$ cat config.mk
export PLATFORM = sky130hd
export DESIGN_NAME = controller_sequencer
export DESIGN_NICKNAME = d
export VERILOG_FILES = /design/src/rtl/sap_pkg.sv /design/src/rtl/control_rom.sv /design/src/rtl/controller_sequencer.sv
export SDC_FILE = /design/constraint.sdc
export NUM_CORES = 1
export LEC_CHECK = 0
export CORE_AREA = 2 2 41 43
export CTS_CLUSTER_SIZE = 12
export DETAILED_ROUTE_END_ITERATION = 8
export DIE_AREA = 0 0 43 45
export HOLD_SLACK_MARGIN = 0.1
export PLACE_DENSITY_LB_ADDON = 0.1
export SETUP_SLACK_MARGIN = 0.4
export SYNTH_ARGS = -nofsm -noshare
export SYNTH_HDL_FRONTEND = slang
export SYNTH_SLANG_ARGS = --single-unit
$ cat constraint.sdc
create_clock -name CLK -period 4.9 [get_ports CLK]
set_input_delay 0.98 -clock CLK [delete_from_list [all_inputs] [get_ports CLK]]
set_output_delay 0.98 -clock CLK [all_outputs]
set_load 0.005 [all_outputs]
$ cat src/rtl/sap_pkg.sv
`default_nettype none
// +--------------------------------------------------------------------------+
// | sap_pkg: opcodes, one-hot T-states and control word for the bus computer |
// | Revision: 1.0                                                            |
// +--------------------------------------------------------------------------+
package sap_pkg;

  localparam logic [3:0] c_OP_LDA = 4'b0000;
  localparam logic [3:0] c_OP_ADD = 4'b0001;
  localparam logic [3:0] c_OP_SUB = 4'b0010;
  localparam logic [3:0] c_OP_OUT = 4'b1110;
  localparam logic [3:0] c_OP_HLT = 4'b1111;

  typedef enum logic [5:0] {
    T1 = 6'b000001,
    T2 = 6'b000010,
    T3 = 6'b000100,
    T4 = 6'b001000,
    T5 = 6'b010000,
    T6 = 6'b100000
  } tstate_e;

  typedef struct packed {
    logic enPC;
    logic OE_PC;
    logic WE_MAR;
    logic OE_RAM;
    logic WE_IR;
    logic OE_IR;
    logic WE_Acc;
    logic OE_Acc;
    logic WE_Breg;
    logic OE_ALU;
    logic SUB;
    logic WE_OR;
  } ctrl_word_t;

endpackage
`default_nettype wire

$ cat src/rtl/control_rom.sv
`default_nettype none
// +--------------------------------------------------------------------------+
// | control_rom: decodes (T-state, opcode) into the control word and flags   |
// | the last T-state of the instruction.                                     |
// | Revision: 1.0                                                            |
// +--------------------------------------------------------------------------+
module control_rom
  import sap_pkg::*;
#(
  parameter int OPW       = 4,
  parameter bit SKIP_IDLE = 1'b0
) (
  input  logic [5:0]     t_state,
  input  logic [OPW-1:0] opcode,
  output ctrl_word_t     ctrl,
  output logic           last
);

  logic w_is_lda, w_is_add, w_is_sub, w_is_out, w_is_hlt, w_is_nop;

  assign w_is_lda = (opcode == OPW'(c_OP_LDA));
  assign w_is_add = (opcode == OPW'(c_OP_ADD));
  assign w_is_sub = (opcode == OPW'(c_OP_SUB));
  assign w_is_out = (opcode == OPW'(c_OP_OUT));
  assign w_is_hlt = (opcode == OPW'(c_OP_HLT));
  assign w_is_nop = !(w_is_lda || w_is_add || w_is_sub || w_is_out || w_is_hlt);

  always_comb begin
    ctrl = '0;
    last = 1'b0;
    case (t_state)
      T1: begin
        ctrl.OE_PC  = 1'b1;
        ctrl.WE_MAR = 1'b1;
      end
      T2: ctrl.enPC = 1'b1;
      T3: begin
        ctrl.OE_RAM = 1'b1;
        ctrl.WE_IR  = 1'b1;
      end
      T4: begin
        if (w_is_lda || w_is_add || w_is_sub) begin
          ctrl.OE_IR  = 1'b1;
          ctrl.WE_MAR = 1'b1;
        end else if (w_is_out) begin
          ctrl.OE_Acc = 1'b1;
          ctrl.WE_OR  = 1'b1;
        end
        last = w_is_hlt || (SKIP_IDLE && (w_is_out || w_is_nop));
      end
      T5: begin
        if (w_is_lda) begin
          ctrl.OE_RAM = 1'b1;
          ctrl.WE_Acc = 1'b1;
        end else if (w_is_add || w_is_sub) begin
          ctrl.OE_RAM  = 1'b1;
          ctrl.WE_Breg = 1'b1;
        end
        last = SKIP_IDLE && w_is_lda;
      end
      T6: begin
        if (w_is_add || w_is_sub) begin
          ctrl.OE_ALU = 1'b1;
          ctrl.WE_Acc = 1'b1;
          ctrl.SUB    = w_is_sub;
        end
        // The ring wraps here regardless, so T6 always ends the instruction.
        last = 1'b1;
      end
      default: begin
        ctrl = '0;
        last = 1'b0;
      end
    endcase
  end

endmodule
`default_nettype wire

$ cat src/rtl/controller_sequencer.sv
`default_nettype none
// +--------------------------------------------------------------------------+
// | controller_sequencer: T-state ring counter, halt latch and strobe gating |
// | for the 8-bit bus computer.                                              |
// | Revision: 1.0                                                            |
// +--------------------------------------------------------------------------+
module controller_sequencer
  import sap_pkg::*;
#(
  parameter int OPW       = 4,
  parameter bit SKIP_IDLE = 1'b0
) (
  input  logic           CLK,
  input  logic           RESET,
  input  logic           en,
  input  logic [OPW-1:0] opcode,
  output logic           enPC,
  output logic           OE_PC,
  output logic           WE_MAR,
  output logic           OE_RAM,
  output logic           WE_IR,
  output logic           OE_IR,
  output logic           WE_Acc,
  output logic           OE_Acc,
  output logic           WE_Breg,
  output logic           OE_ALU,
  output logic           SUB,
  output logic           WE_OR,
  output logic           HLT,
  output logic [5:0]     t_state,
  output logic           instr_done
);

  tstate_e    r_state, w_state_nxt;
  logic       r_hlt, w_hlt_nxt;
  ctrl_word_t w_rom, w_cw;
  logic       w_last, w_halt_op, w_quiet;

  control_rom #(
    .OPW      (OPW),
    .SKIP_IDLE(SKIP_IDLE)
  ) u_rom (
    .t_state(r_state),
    .opcode (opcode),
    .ctrl   (w_rom),
    .last   (w_last)
  );

  assign w_halt_op = (r_state == T4) && (opcode == OPW'(c_OP_HLT));

  always_ff @(posedge CLK or posedge RESET) begin
    if (RESET) begin
      r_state <= T1;
      r_hlt   <= 1'b0;
    end else begin
      r_state <= w_state_nxt;
      r_hlt   <= w_hlt_nxt;
    end
  end

  // Halting leaves the ring parked on T4 rather than wrapping to T1.
  always_comb begin
    w_state_nxt = r_state;
    w_hlt_nxt   = r_hlt;
    if (en && !r_hlt) begin
      if (w_halt_op) begin
        w_hlt_nxt = 1'b1;
      end else if (w_last) begin
        w_state_nxt = T1;
      end else begin
        case (r_state)
          T1:      w_state_nxt = T2;
          T2:      w_state_nxt = T3;
          T3:      w_state_nxt = T4;
          T4:      w_state_nxt = T5;
          T5:      w_state_nxt = T6;
          default: w_state_nxt = T1;
        endcase
      end
    end
  end

  assign w_quiet    = RESET || r_hlt;
  assign w_cw       = w_quiet ? '0 : w_rom;
  assign instr_done = !w_quiet && w_last;
  assign HLT        = r_hlt;
  assign t_state    = r_state;

  assign enPC    = w_cw.enPC;
  assign OE_PC   = w_cw.OE_PC;
  assign WE_MAR  = w_cw.WE_MAR;
  assign OE_RAM  = w_cw.OE_RAM;
  assign WE_IR   = w_cw.WE_IR;
  assign OE_IR   = w_cw.OE_IR;
  assign WE_Acc  = w_cw.WE_Acc;
  assign OE_Acc  = w_cw.OE_Acc;
  assign WE_Breg = w_cw.WE_Breg;
  assign OE_ALU  = w_cw.OE_ALU;
  assign SUB     = w_cw.SUB;
  assign WE_OR   = w_cw.WE_OR;

endmodule
`default_nettype wire

-- Word-level counts from Yosys, hierarchy flattened
Index checks and enable logic that the tools add are counted.
- bitwise logic cells: 1
- muxes and demuxes: 22
- eq/ne operators: 10
- reductions and logical operators: 12
- operators by type and width (kind ; count):
    $pmux W6 S5 ; 1
    $mux W1 ; 13
    $mux W12 ; 1
    $eq A4 B4 Y1 const B ; 2
    $pmux W1 S2 ; 4
    $eq A6 B1 Y1 const B ; 1
    $eq A6 B2 Y1 const B ; 1
    $eq A6 B3 Y1 const B ; 1
    $eq A6 B4 Y1 const B ; 1
    $eq A6 B5 Y1 const B ; 1
    $eq A6 B6 Y1 const B ; 1
    $mux W6 ; 1
    $eq A4 B1 Y1 const B ; 1
    $eq A4 B2 Y1 const B ; 1
    $logic_not A4 Y1 ; 1
    $logic_or A1 B1 Y1 ; 4
    $mux W2 ; 2
    $reduce_and A2 Y1 ; 2
    $logic_and A1 B1 Y1 ; 3
    $logic_not A1 Y1 ; 2
    $not A1 Y1 ; 1
- bits of input ports: 7
- word-level logic and storage cells: 47
- bits in registers: 7
- output and inout port bits: 20

-- Logic depth before layout (Yosys ltp)
- depth in word-level cells: 6
- gate-level depth with buffers: 5

-- Hierarchy
From an unflattened synthesis, not the netlist that was laid out.
- cells, all modules: 92
- area total of the unflattened synthesis: 767.0 µm²
- by module, submodules not included (module ; area each (µm²) ; times used ; sequential area each (µm²) ; cells each):
    controller_sequencer ; 510.5 ; 1 ; 176.4 ; 57
    control_rom ; 256.5 ; 1 ; 0.0 ; 35

-- Least setup slack after synthesis
OpenSTA, ideal clock, no wires.
- path kind: input port to output port
- start: input RESET
- end: output WE_OR
- required time: 3920 ps
- buffers on the path: 2
- stages: 4
- setup slack: 2077 ps
- data arrival time: 1843 ps
- path through: or2_1 -> buf_2 -> nor4_1 -> buf_4
- longest elaborated chain between the ends: 2
- RTL lines (element ; line ; source):
    start, declared ; controller_sequencer.sv:14 ; input logic RESET,
    $logic_or A1 B1 Y1 ; controller_sequencer.sv:83 ; assign w_quiet = RESET || r_hlt;
    $mux W12 ; controller_sequencer.sv:84 ; assign w_cw = w_quiet ? '0 : w_rom;
    end, declared ; controller_sequencer.sv:28 ; output logic WE_OR,
Every way passes these cells.

-- Final worst setup path
- start: input RESET
- end: output SUB
- longest elaborated chain between the ends: 2
- RTL lines (element ; line ; source):
    $logic_or A1 B1 Y1 ; controller_sequencer.sv:83 ;
    $mux W12 ; controller_sequencer.sv:84 ;
    end, declared ; controller_sequencer.sv:27 ; output logic SUB,
Every way passes these cells.

==> metrics.log <==
[metrics] cell area after technology mapping: 594 µm²
[metrics] count of flip-flops with a built-in enable after synthesis: 0
[metrics] Crit path max-delay family: buffers and inverters
[metrics] vias in the first global route: 569
[metrics] Clock Power Share: 0.191
[metrics] pin count of the biggest net entering global routing: 9
[metrics] crit path launch type: input pin
[metrics] Synth warnings: 0
[metrics] Synth Area in Adders: 0
[metrics] final global-route overflow total: 0
[metrics] slowest CP cell: sky130_fd_sc_hd__clkdlybuf4s50_1
[metrics] internal power component: 0.164 mW
[metrics] Post-DP HPWL: 1.16 mm
[metrics] Skew-Pair Late Insertion Delay: 0.25 ns
[metrics] final net count: 106
[metrics] multiplexer fraction of the synthesized cell area: 0.0526
[metrics] longest individual stage delay on the worst path: 0.51 ns
[metrics] final setup vio count: 0
[metrics] antenna diode count: 0
[metrics] floorplan die area: 1940 µm²
[metrics] Mapped Avg Cell Area: 8.49 µm²
[metrics] Via-to-Cell Ratio: 5.46
[metrics] fraction of post-synthesis cell area in the top cell type by area: 0.253
[metrics] TNS Setup: 0 ns
[metrics] worst relative slew slack: 0.773
[metrics] clock tree from TritonCTS: built
[metrics] simple-gate portion of the synthesized area: 0.419
[metrics] non-filler instance count after layout: 114
[metrics] critical path start-end classification: in2out
[metrics] Power per Cell Area: 301 nW/µm²
[metrics] DRC violation total after the first TritonRoute iteration: 14
[metrics] final-report max-slew violation count: 0
[metrics] standard-cell row count: 14
[metrics] Layout area overhead: 49.7%
[metrics] most common library cell in the layout ignoring fill and taps: sky130_fd_sc_hd__clkdlybuf4s50_1
[metrics] antenna violations before repair: 0
[metrics] drt pass-1 iters: 4
[metrics] synthesized net count: 77
[metrics] CP Data Arrival Time: 2.75 ns
[metrics] Initial Utilization: 0.404
[metrics] outcome: finished, final reports clean
[metrics] Max Cap Violations: 0
[metrics] most frequent cells in the layout: 26 x sky130_fd_sc_hd__clkdlybuf4s50_1, 8 x sky130_fd_sc_hd__nor2_1, 6 x sky130_fd_sc_hd__dfrtp_1, 5 x sky130_fd_sc_hd__nor2b_1, 5 x sky130_fd_sc_hd__a21oi_1
[metrics] fraction of the mapped netlist area in compound gates: 0.192
[metrics] hold crit path type: reg2reg
[metrics] largest voltage drop on the vdd net: 262 µV
[metrics] H-tree levels: 1
[metrics] # clock sinks: 7
[metrics] ys flop type: sky130_fd_sc_hd__dfrtp_1
[metrics] measured slew at the worst slew-check pin: 0.340 ns
[metrics] maximum root-to-sink buffer count: 2
[metrics] clock-pin slew on the worst setup and hold paths: 0.05 ns
[metrics] total buffers and inverters traversed by the critical path: 2
[metrics] Vert. Die Dim: 45 µm
[metrics] fraction of layout cells with a size suffix above 1: 0.122
[metrics] clock root buffer: sky130_fd_sc_hd__clkbuf_4
[metrics] RSZ-0062 raised after global routing: no
[metrics] area leader, netlist: sky130_fd_sc_hd__dfrtp_1
[metrics] ranking of synthesized cells by area: sky130_fd_sc_hd__dfrtp_1 25%, sky130_fd_sc_hd__nor2b_1 5.3%, sky130_fd_sc_hd__nor2_1 5.1%, sky130_fd_sc_hd__a41oi_4 4.6%, sky130_fd_sc_hd__dfstp_2 4.4%
[metrics] fraction of the cycle the final worst path needs: 0.760
[metrics] Combinational Power Share: 0.448
[metrics] weighted congestion reported at the end of routability-driven placement: 0.783
[metrics] cell count after synthesis: 70
[metrics] WL final: 1.51 mm
[metrics] kind of capture point of the worst setup path: output pin
[metrics] CORE AREA: 1470 µm²
[metrics] net switching power of the design: 0.104 mW
[metrics] Critical Path Fanout Max: 8
[metrics] DRT antenna net count: 0
[metrics] Async SR Flop Fraction: 1.00
[metrics] max frequency: 268 MHz
[metrics] Port Buffers: 26
[metrics] cell repeated most along the worst path: sky130_fd_sc_hd__clkdlybuf4s50_1
[metrics] die width: 43 µm
[metrics] Setup Fix Bufs, Post-CTS: 0
[metrics] final worst clock skew: 0.00350 ns
[metrics] worst path cell trace: clkdlybuf4s50_1, or2_1, or3_1, nor3_2, clkdlybuf4s50_1
[metrics] share of synthesized area occupied by flip-flops and latches: 0.297
[metrics] Wirelength per Cell: 13.2 µm
[metrics] Resize count post-CTS: 0
[metrics] dominant combinational cell family by area after synthesis: simple AND/OR/NAND/NOR gates
[metrics] Worst EP required: 3.92 ns
[metrics] final worst path period need: 3.73 ns
[metrics] number of instances in the placed design: 110
[metrics] CTS Hold Bufs: 0
[metrics] register bit count reported by yosys: 7
[metrics] residual DRC count: 0
[metrics] first-pass GRT wire length: 2.57 mm
[metrics] clock buffer count from CTS: 3
[metrics] xor and xnor area share after synthesis: 0
[metrics] final number of hold-violating endpoints: 0
[metrics] number of unique standard cell types used by synthesis: 35
[metrics] vias after detailed routing: 622
[metrics] count of pins on the block boundary: 27
[metrics] share of power burned in registers: 0.362
[metrics] Sw Ratio: 0.387
[metrics] All-Layer GR Usage: 0.181
[metrics] leakage power figure: 0.338 nW
## cells in the mapped netlist, types with 2 or more instances
master,number
sky130_fd_sc_hd__nor2_1,8
sky130_fd_sc_hd__dfrtp_1,6
sky130_fd_sc_hd__a21oi_1,5
sky130_fd_sc_hd__nor2b_1,5
sky130_fd_sc_hd__nand2_1,4
sky130_fd_sc_hd__nand4_1,4
sky130_fd_sc_hd__inv_1,2
sky130_fd_sc_hd__mux2i_1,2
sky130_fd_sc_hd__nand2b_1,2
sky130_fd_sc_hd__nand3_1,2
sky130_fd_sc_hd__nand4b_1,2
sky130_fd_sc_hd__nor2_4,2
sky130_fd_sc_hd__o21ai_0,2
sky130_fd_sc_hd__o21bai_1,2
sky130_fd_sc_hd__or3_1,2
## sequential cells by signal, indices dropped and copies added (netlist names)
name / count
HLT: 1
t_state: 6
## kinds of logic (layout without fill, tap and decap cells)
kind of cell    after synthesis  count (layout)
compound gates               15              15
buf+inv                       5              33
mux                           3               3
flops                         7               7
simple gates                 40              40
## power groups by stage
stage               Sequential, mW  Combinational [mW]  Clock, mW
finish                      0.0970               0.120     0.0512
floorplan                   0.0947              0.0635          0
global placement            0.0984               0.118          0
global route                 0.100               0.131     0.0575
detailed placement          0.0974               0.119          0
CTS                         0.0968               0.120     0.0535
## final timing paths
check / cells past startpoint / startpoint / endpoint / slack, ns
max in group asynchronous: 2 / RESET / t_state[0] / 3.67
worst min register to register: 1 / HLT / HLT / 0.52
worst max-delay path: 5 / RESET / SUB / 1.17
worst max register to register: 4 / t_state[2] / t_state[0] / 3.42
worst min-delay path: 1 / HLT / HLT / 0.52
min in group asynchronous: 2 / RESET / t_state[2] / 0.97
## layout make-up
class / instances / area (µm²)
clock buffers: 3 / 22.5
clock inverters: 1 / 5.00
flip-flops and latches: 7 / 176
well taps: 16 / 20.0
repair buffers: 26 / 260
inverters: 3 / 11.3
multi-input cells: 58 / 394
fillers: 151 / 582
## metrics by stage
step / cell area (µm²) / worst slack (ns) / power, mW / hold slack, ns / utilization
after floorplan: 594 / 2.08 / 0.158 / 0.496 / -
final: 890 / 1.17 / 0.268 / 0.516 / 0.605
after CTS: 890 / 1.16 / 0.271 / 0.523 / 0.605
after global placement: 862 / 1.18 / 0.216 / 0.506 / 0.586
after global routing: 890 / 1.06 / 0.288 / 0.565 / 0.605
after detailed placement: 862 / 1.17 / 0.217 / 0.502 / 0.586
## worst register-to-register path, delay by kind of cell, from the launching register on
family | cells | cell delay, ns
compound gates | 2 | 0.27
flops | 1 | 0.48
simple gates | 2 | 0.64
## metal layers
layer / track usage / part of all wire / vias up
li1: - / - / 315
met1: 0.257 / 0.46 / 285
met2: 0.255 / 0.48 / 18
met3: 0.0240 / 0.038 / 4
met4: 0.127 / 0.024 / 0
met5: 0 / 0 / -
(Power assumes the default switching activity.)
